<file path="src/rtl/psc_tile_scheduler.sv">
// Round-robin job scheduler in front of the PSC tile array, one job in flight.
// Optional WAIT timeout abort is enabled by defining PSC_SCHED_TIMEOUT_EN.
module psc_tile_scheduler #(
  parameter int NUM_REQ        = 4,
  parameter int TIMEOUT_CYCLES = 1024
) (
  input  logic                 clk,
  input  logic                 reset,
  input  logic [NUM_REQ-1:0]   req,
  input  logic [2*NUM_REQ-1:0] req_mode,
  output logic [NUM_REQ-1:0]   grant,
  output logic [NUM_REQ-1:0]   done,
  output logic [1:0]           psc_mode,
  output logic                 psc_start,
  input  logic                 psc_finish,
  output logic                 busy,
  output logic                 err
);

  localparam int IW = (NUM_REQ > 1) ? $clog2(NUM_REQ) : 1;

  typedef enum logic [1:0] {
    S_IDLE,
    S_LAUNCH,
    S_WAIT,
    S_DONE
  } state_t;

  state_t             state_q, state_d;
  logic [IW-1:0]      rr_ptr_q, rr_ptr_d;
  logic [IW-1:0]      sel_q, sel_d;
  logic [NUM_REQ-1:0] grant_q, grant_d;
  logic [NUM_REQ-1:0] done_q, done_d;
  logic [1:0]         psc_mode_q, psc_mode_d;
  logic               psc_start_q, psc_start_d;
  logic               busy_q, busy_d;
  logic               err_q, err_d;
`ifdef PSC_SCHED_TIMEOUT_EN
  logic [15:0]        cnt_q, cnt_d;
`endif

  logic               pick_vld;
  logic [IW-1:0]      pick_idx;
  logic [1:0]         pick_mode;
  int                 j;

  // First set request at or above rr_ptr, wrapping around
  always_comb begin
    pick_vld = 1'b0;
    pick_idx = '0;
    j        = 0;
    for (int i = 0; i < NUM_REQ; i++) begin
      j = int'(rr_ptr_q) + i;
      if (j >= NUM_REQ) j = j - NUM_REQ;
      if (!pick_vld && req[j[IW-1:0]]) begin
        pick_vld = 1'b1;
        pick_idx = j[IW-1:0];
      end
    end
    pick_mode = req_mode[2*int'(pick_idx) +: 2];
  end

  always_comb begin
    state_d     = state_q;
    rr_ptr_d    = rr_ptr_q;
    sel_d       = sel_q;
    grant_d     = grant_q;
    done_d      = '0;
    psc_mode_d  = psc_mode_q;
    psc_start_d = 1'b0;
    busy_d      = busy_q;
    err_d       = 1'b0;
`ifdef PSC_SCHED_TIMEOUT_EN
    cnt_d       = cnt_q;
`endif
    unique case (state_q)
      S_IDLE: begin
        if (pick_vld) begin
          grant_d    = NUM_REQ'(1) << pick_idx;
          sel_d      = pick_idx;
          busy_d     = 1'b1;
          psc_mode_d = pick_mode;
          if (pick_mode != 2'b00) begin
            psc_start_d = 1'b1;
            state_d     = S_LAUNCH;
          end else begin
            state_d = S_DONE;
          end
        end
      end
      S_LAUNCH: begin
`ifdef PSC_SCHED_TIMEOUT_EN
        cnt_d = '0;
`endif
        state_d = S_WAIT;
      end
      S_WAIT: begin
        if (psc_finish) begin
          done_d  = grant_q;
          state_d = S_DONE;
`ifdef PSC_SCHED_TIMEOUT_EN
        end else if (cnt_q == 16'(TIMEOUT_CYCLES - 1)) begin
          done_d  = grant_q;
          err_d   = 1'b1;
          state_d = S_DONE;
        end else begin
          cnt_d = cnt_q + 16'd1;
`endif
        end
      end
      S_DONE: begin
        // A no-op job arrives here without a done pulse; emit it first
        if (done_q == '0) begin
          done_d = grant_q;
        end else begin
          grant_d  = '0;
          busy_d   = 1'b0;
          rr_ptr_d = (sel_q == IW'(NUM_REQ - 1)) ? '0 : sel_q + IW'(1);
          state_d  = S_IDLE;
        end
      end
      default: state_d = S_IDLE;
    endcase
  end

  always_ff @(posedge clk) begin
    if (reset) begin
      state_q     <= S_IDLE;
      rr_ptr_q    <= '0;
      sel_q       <= '0;
      grant_q     <= '0;
      done_q      <= '0;
      psc_mode_q  <= 2'b00;
      psc_start_q <= 1'b0;
      busy_q      <= 1'b0;
      err_q       <= 1'b0;
`ifdef PSC_SCHED_TIMEOUT_EN
      cnt_q       <= '0;
`endif
    end else begin
      state_q     <= state_d;
      rr_ptr_q    <= rr_ptr_d;
      sel_q       <= sel_d;
      grant_q     <= grant_d;
      done_q      <= done_d;
      psc_mode_q  <= psc_mode_d;
      psc_start_q <= psc_start_d;
      busy_q      <= busy_d;
      err_q       <= err_d;
`ifdef PSC_SCHED_TIMEOUT_EN
      cnt_q       <= cnt_d;
`endif
    end
  end

  assign grant     = grant_q;
  assign done      = done_q;
  assign psc_mode  = psc_mode_q;
  assign psc_start = psc_start_q;
  assign busy      = busy_q;
  assign err       = err_q;

endmodule

</file>
<file path="config.mk">
export PLATFORM = sky130hd
export DESIGN_NAME = psc_tile_scheduler
export DESIGN_NICKNAME = d
export VERILOG_FILES = /design/src/rtl/psc_tile_scheduler.sv
export SDC_FILE = /design/constraint.sdc
export NUM_CORES = 1
export LEC_CHECK = 0
export BUFFER_PORTS_ARGS = -buffer_cell sky130_fd_sc_hd__buf_4
export CAP_MARGIN = 20
export CORE_MARGIN = 8
export CORE_UTILIZATION = 49
export DETAILED_ROUTE_END_ITERATION = 8
export PLACE_DENSITY = 0.76
export SETUP_SLACK_MARGIN = 0.02
export SLEW_MARGIN = 0
export SYNTH_ARGS = -nofsm -noshare
export SYNTH_HDL_FRONTEND = slang
export SYNTH_SLANG_ARGS = --single-unit
</file>
<file path="constraint.sdc">
create_clock -name clk -period 1.7 [get_ports clk]
set_input_delay 0.17 -clock clk [delete_from_list [all_inputs] [get_ports clk]]
set_output_delay 0.17 -clock clk [all_outputs]
set_load 0.005 [all_outputs]
</file>
[Word level (Yosys, flattened, before mapping)]
Cells that the tools add are included.
Storage, ports and cells
  register bits: 18
  bits in latches: 0
  bits in writable memories: 0
  ROM bits: 0
  input bits: 15
  memories: 0
Operators by class
  add/subtract/negate cells: 8
  $mul: 0
  div/mod/pow operators: 0
  magnitude comparators: 8
  eq/ne operators: 7
  shifts and indexed selects: 2
  muxes and demuxes: 35
  bitwise operators: 3
  reduce and logical (&&, ||, !) cells: 16
Operators with widths (number)
  $mux 2: 13
  $pmux 4 s2: 2
  $lt 2x3->1 const B: 4
  $mux 4: 3
  $mux 1: 11
  $ge 3x3->1 const B: 3
  $bmux 1 s2: 4
  $pmux 2 s4: 1
  $shiftx 8x4->2: 1
  $sub 2x1->2 const B: 4
  $add 2x2->3 const B: 2
  $eq 2x2->1 const B: 3
  $ne 2x2->1 const B: 3
  $reduce_and 2->1: 3
  $reduce_and 3->1: 2
  $logic_not 4->1: 1
  $reduce_bool 2->1: 2
  $shl 1x2->4 const A: 1
  $add 2x1->3 const B: 1
  $ge 2x3->1 const B: 1
  $logic_and 1x1->1: 3
  $logic_not 1->1: 3
  $not 1->1: 3
  $reduce_or 3->1: 1
  other kinds (4): 4

[Longest topological paths before layout]
  depth in word-level cells: 19
  gate-level depth with buffers: 7

[Least setup slack after synthesis]
Ideal clock, no wire load.
  path kind: register -> register
  start point: register state_q[0]
  end point: register state_q[1]
  library setup time: 58 ps
  arrival time: 1404 ps
  setup slack: 238 ps
  cell stages (with the launch flop): 8
  buffers on the path: 0
  period minus slack after synthesis: 1462 ps
  cell sequence: dfxtp_1 -> inv_1 -> ha_1 -> a22oi_2 -> a21boi_2 -> nor2_1 -> a211oi_1 -> o21a_1
Between the ends
  word-level cells in the longest chain between the ends: 3
RTL lines
  start, declared: line 29  | state_t state_q, state_d;
  start signal, assigned: line 141  | state_q <= state_d;
  $eq 2x2->1 / $logic_not 2->1 (equally long branches): line 76  | unique case (state_q)
  $ne 2x2->1 (no line)
  $reduce_and 3->1 (no line)
Several ways; a longest one is shown, not always the timed one.
A chain may end at the register's enable or synchronous reset.

[Worst setup path in the final report]
  start point: register state_q[1]
  end point: register state_q[1]
Same word-level chain as after synthesis.

==> flow_metrics.env <==
export IMPL_min_period_ns=1.568
export IMPL_grt_max_degree=16
export IMPL_hold_class="input port to register"
export IMPL_track_usage_pct=14.13
export IMPL_arrival_ns=1.80
export IMPL_detail_route_antenna_nets=0
export IMPL_seq_area_um2=364.1
export IMPL_rows=16
export IMPL_fmax_mhz=637.9
export IMPL_fin_crit_sh_pct=92.22
export IMPL_via_count=926
export IMPL_grt_ovfl_total=0
export IMPL_drive_gt1_share_pct=36.62
export IMPL_cp_slowest_cell="dfxtp_2"
export IMPL_hold_viol=0
export IMPL_required_ns=1.94
export IMPL_firstDrtPassIters=5
export IMPL_ir_worst_vdd_v=0.0006805
export IMPL_final_util_pct=66.51
export IMPL_cts_tree="done"
export IMPL_antenna_found_initial=0
export IMPL_area_delta_synth_final_pct=32.85
export IMPL_ctsLongestPathBuffers=2
export IMPL_drc=0
export IMPL_swShare_pct=35.46
export IMPL_comb_power_share_pct=42.9
export IMPL_grt_pass1_wl_mm=3.939
export IMPL_yosys_cell_types_count=37
export IMPL_grt_pass1_vias=940
export IMPL_r2r_end="state_q[1]$_SDFFE_PP0P_"
export IMPL_stdcell_count=169
export IMPL_rrSetupSlack_ns=0.13
export IMPL_synth_area_um2=952.2
export IMPL_power_density_mw_per_mm2=1146
export IMPL_post_dp_hpwl_mm=1.906
export IMPL_placedCellCount=164
export IMPL_status="finished, final reports clean"
export IMPL_wl_per_cell_um=13.97
export IMPL_endpoint_kind="register"
export IMPL_die_y_um=60.08
export IMPL_post_dp_cell_area_mm2=0.001187
export IMPL_synth_common_cells="dfxtp_1, nor2_1, nand3_1"
export IMPL_async_flop_share_pct=0
export IMPL_synth_warnings=0
export IMPL_core_area_mm2=0.001902
export IMPL_critPathKind="register to register"
export IMPL_start_util_pct=50.07
export IMPL_routed_wl_mm=2.361
export IMPL_worst_slack_ns=0.1323
export IMPL_cap_violations=0
export IMPL_die_x_um=60.08
export IMPL_clock_sinks=18
export IMPL_tns_ns=0
export IMPL_cts_inserted_buffers=3
export IMPL_p_leak_nw=0.5526
export IMPL_seqPwrFrac_pct=38.8
export IMPL_synthTopCellsByArea="dfxtp_1, nor2_1, ha_1"
export IMPL_synthCells=111
export IMPL_whs_path_depth=2
export IMPL_cts_root_buf="clkbuf_4"
export IMPL_synth_edf_count=0
export IMPL_synthFlopType="dfxtp_1"
export IMPL_port_buffers=26
export IMPL_yosys_area_top_type="dfxtp_1"
export IMPL_start_kind="register"
export IMPL_synth_fp_nets=131
export IMPL_clk_pin_slew_ns=0.11
export IMPL_r2r_start="state_q[1]$_SDFFE_PP0P_"
export IMPL_hold_start="reset"
export IMPL_ys_seq_elements=18
export IMPL_yosysSeqAreaShare_pct=37.84
export IMPL_worstSkewPairLatency_ns=0.29
export IMPL_setup_viol=0
export IMPL_rsz0062_at_grt="no"
export IMPL_via_per_inst=5.479
export IMPL_r2r_cells=6
export IMPL_p_sw_mw=0.5142
export IMPL_fillers=155
export IMPL_dp_slack_ns=0.008862
export IMPL_htree_levels=1
export IMPL_die_area_mm2=0.003610
export IMPL_critPathMaxStageDelay_ns=0.36
export IMPL_p_int_mw=0.9360
export IMPL_drtIter0Drc=11
export IMPL_synth_top_cell_area_share_pct=37.84
export IMPL_num_nets_final=163
export IMPL_num_antenna_cells=0
export IMPL_avgSynthCellArea_um2=8.578
export IMPL_slew_viol_final=0
export IMPL_fin_skew_ns=0.005676
export IMPL_multi_input_area_um2=594.3
export IMPL_finalWeightedCongestion=0.8723
export IMPL_clock_power_share_pct=18.3
export IMPL_crit_chain="ha_1 > a22oi_2 > a21boi_4 > nor2_1 > a211oi_2 > o21a_1"
export IMPL_cp_max_fo=6
export IMPL_hold_end="psc_mode[0]$_SDFFE_PP0P_"
export IMPL_ios=28
export IMPL_finalInstanceArea_mm2=0.001265
==> worst max-delay path by stage <==
stage                                  start                      end  slack [ns]  depth (start not counted)
floorplan            state_q[0]$_SDFFE_PP0P_  state_q[1]$_SDFFE_PP0P_        0.24                          7
global placement                      req[1]    grant[0]$_SDFFE_PP0P_        0.16                          7
detailed placement   state_q[0]$_SDFFE_PP0P_  state_q[1]$_SDFFE_PP0P_       0.009                          7
CTS                  state_q[0]$_SDFFE_PP0P_  state_q[1]$_SDFFE_PP0P_        0.06                          7
global route        rr_ptr_q[0]$_SDFFE_PP0P_  state_q[1]$_SDFFE_PP0P_        0.02                          6
finish               state_q[1]$_SDFFE_PP0P_  state_q[1]$_SDFFE_PP0P_        0.13                          6
==> registers in the layout, summed over array words and instances, names as in the netlist <==
register / count
busy: 1
done: 4
psc_mode: 2
state_q: 2
grant: 4
rr_ptr_q: 2
psc_start: 1
sel_q: 2
==> critical path: cells and delay by family (launching register included) <==
kind	cells	cell delay, ns
simple gates	1	0.06
compound gates	4	0.82
fa+ha+maj	1	0.27
flops	1	0.36
==> cells by family after synthesis <==
kind of cell             synth area share, %
AO/OA/AOI/OAI                          24.44
adder cells (fa/ha/maj)                6.570
buffers and inverters                  2.890
flip-flops                             37.85
multiplexers                           1.051
other                                 0.3938
AND/OR/NAND/NOR                        26.81
==> layout make-up <==
cell class,instances,area share [%]
clock buffers,4,2.868
well taps,27,2.671
inverters,3,0.8902
multi-input cells,87,46.98
repair buffers,30,17.80
flip-flops and latches,18,28.78
==> power groups by stage <==
| stage | Combinational (mW) | Sequential (mW) | Clock (mW) |
|---|---|---|---|
| final | 0.623 | 0.562 | 0.265 |
| after detailed placement | 0.573 | 0.567 | 0 |
| after global placement | 0.551 | 0.563 | 0 |
| after CTS | 0.602 | 0.557 | 0.267 |
| after global routing | 0.699 | 0.572 | 0.288 |
| after floorplan | 0.363 | 0.561 | 0 |
==> layout by cell type, fill, tap and decap left out, drive strengths merged <==
master  Yosys  final
and2        4      4
buf         2     30
a21boi      1      1
a21oi       6      6
nand3b      2      2
a22oi       3      3
nor2       19     19
o21ba       1      1
inv         3      3
nor2b       4      4
nand2b      2      2
nor3        2      2
o21ai       7      7
o21bai      1      1
a32oi       4      4
clkbuf      1      4
o221a       1      1
nand2       6      6
ha          5      5
nand3       8      8
nor4        2      2
o21a        1      1
o221ai      1      1
dfxtp      18     18
a211o       1      1
mux2i       1      1
a211oi      4      4
conb        1      1
==> layer usage <==
metal	share of wire (%)	track usage [%]	wire [um]	vias to the layer above
met5	0	0	0	-
met4	0	5.782	0	0
met3	4.2	3.441	100	0
met2	57	27.08	1346	21
met1	39	13.90	914	441
li1	-	-	-	464
==> timing repair <==
| action | CTS | global route |
|---|---|---|
| setup endpoints to repair | 1 | 3 |
| resized for setup | 1 | 7 |
| hold buffers | 0 | 0 |
| setup buffers | 1 | 0 |
| pin swaps | 0 | 1 |
==> through the flow <==
| stage | hold WS [ns] | total power [mW] |
|---|---|---|
| 6_report | 0.1462 | 1.450 |
| 5_1_grt | 0.1608 | 1.559 |
| 4_1_cts | 0.1403 | 1.427 |
| 3_5_place_dp | 0.4520 | 1.141 |
| 3_3_place_gp | 0.4460 | 1.114 |
| 2_1_floorplan | 0.2391 | 0.9238 |
Power figures use the tool's default switching activity.
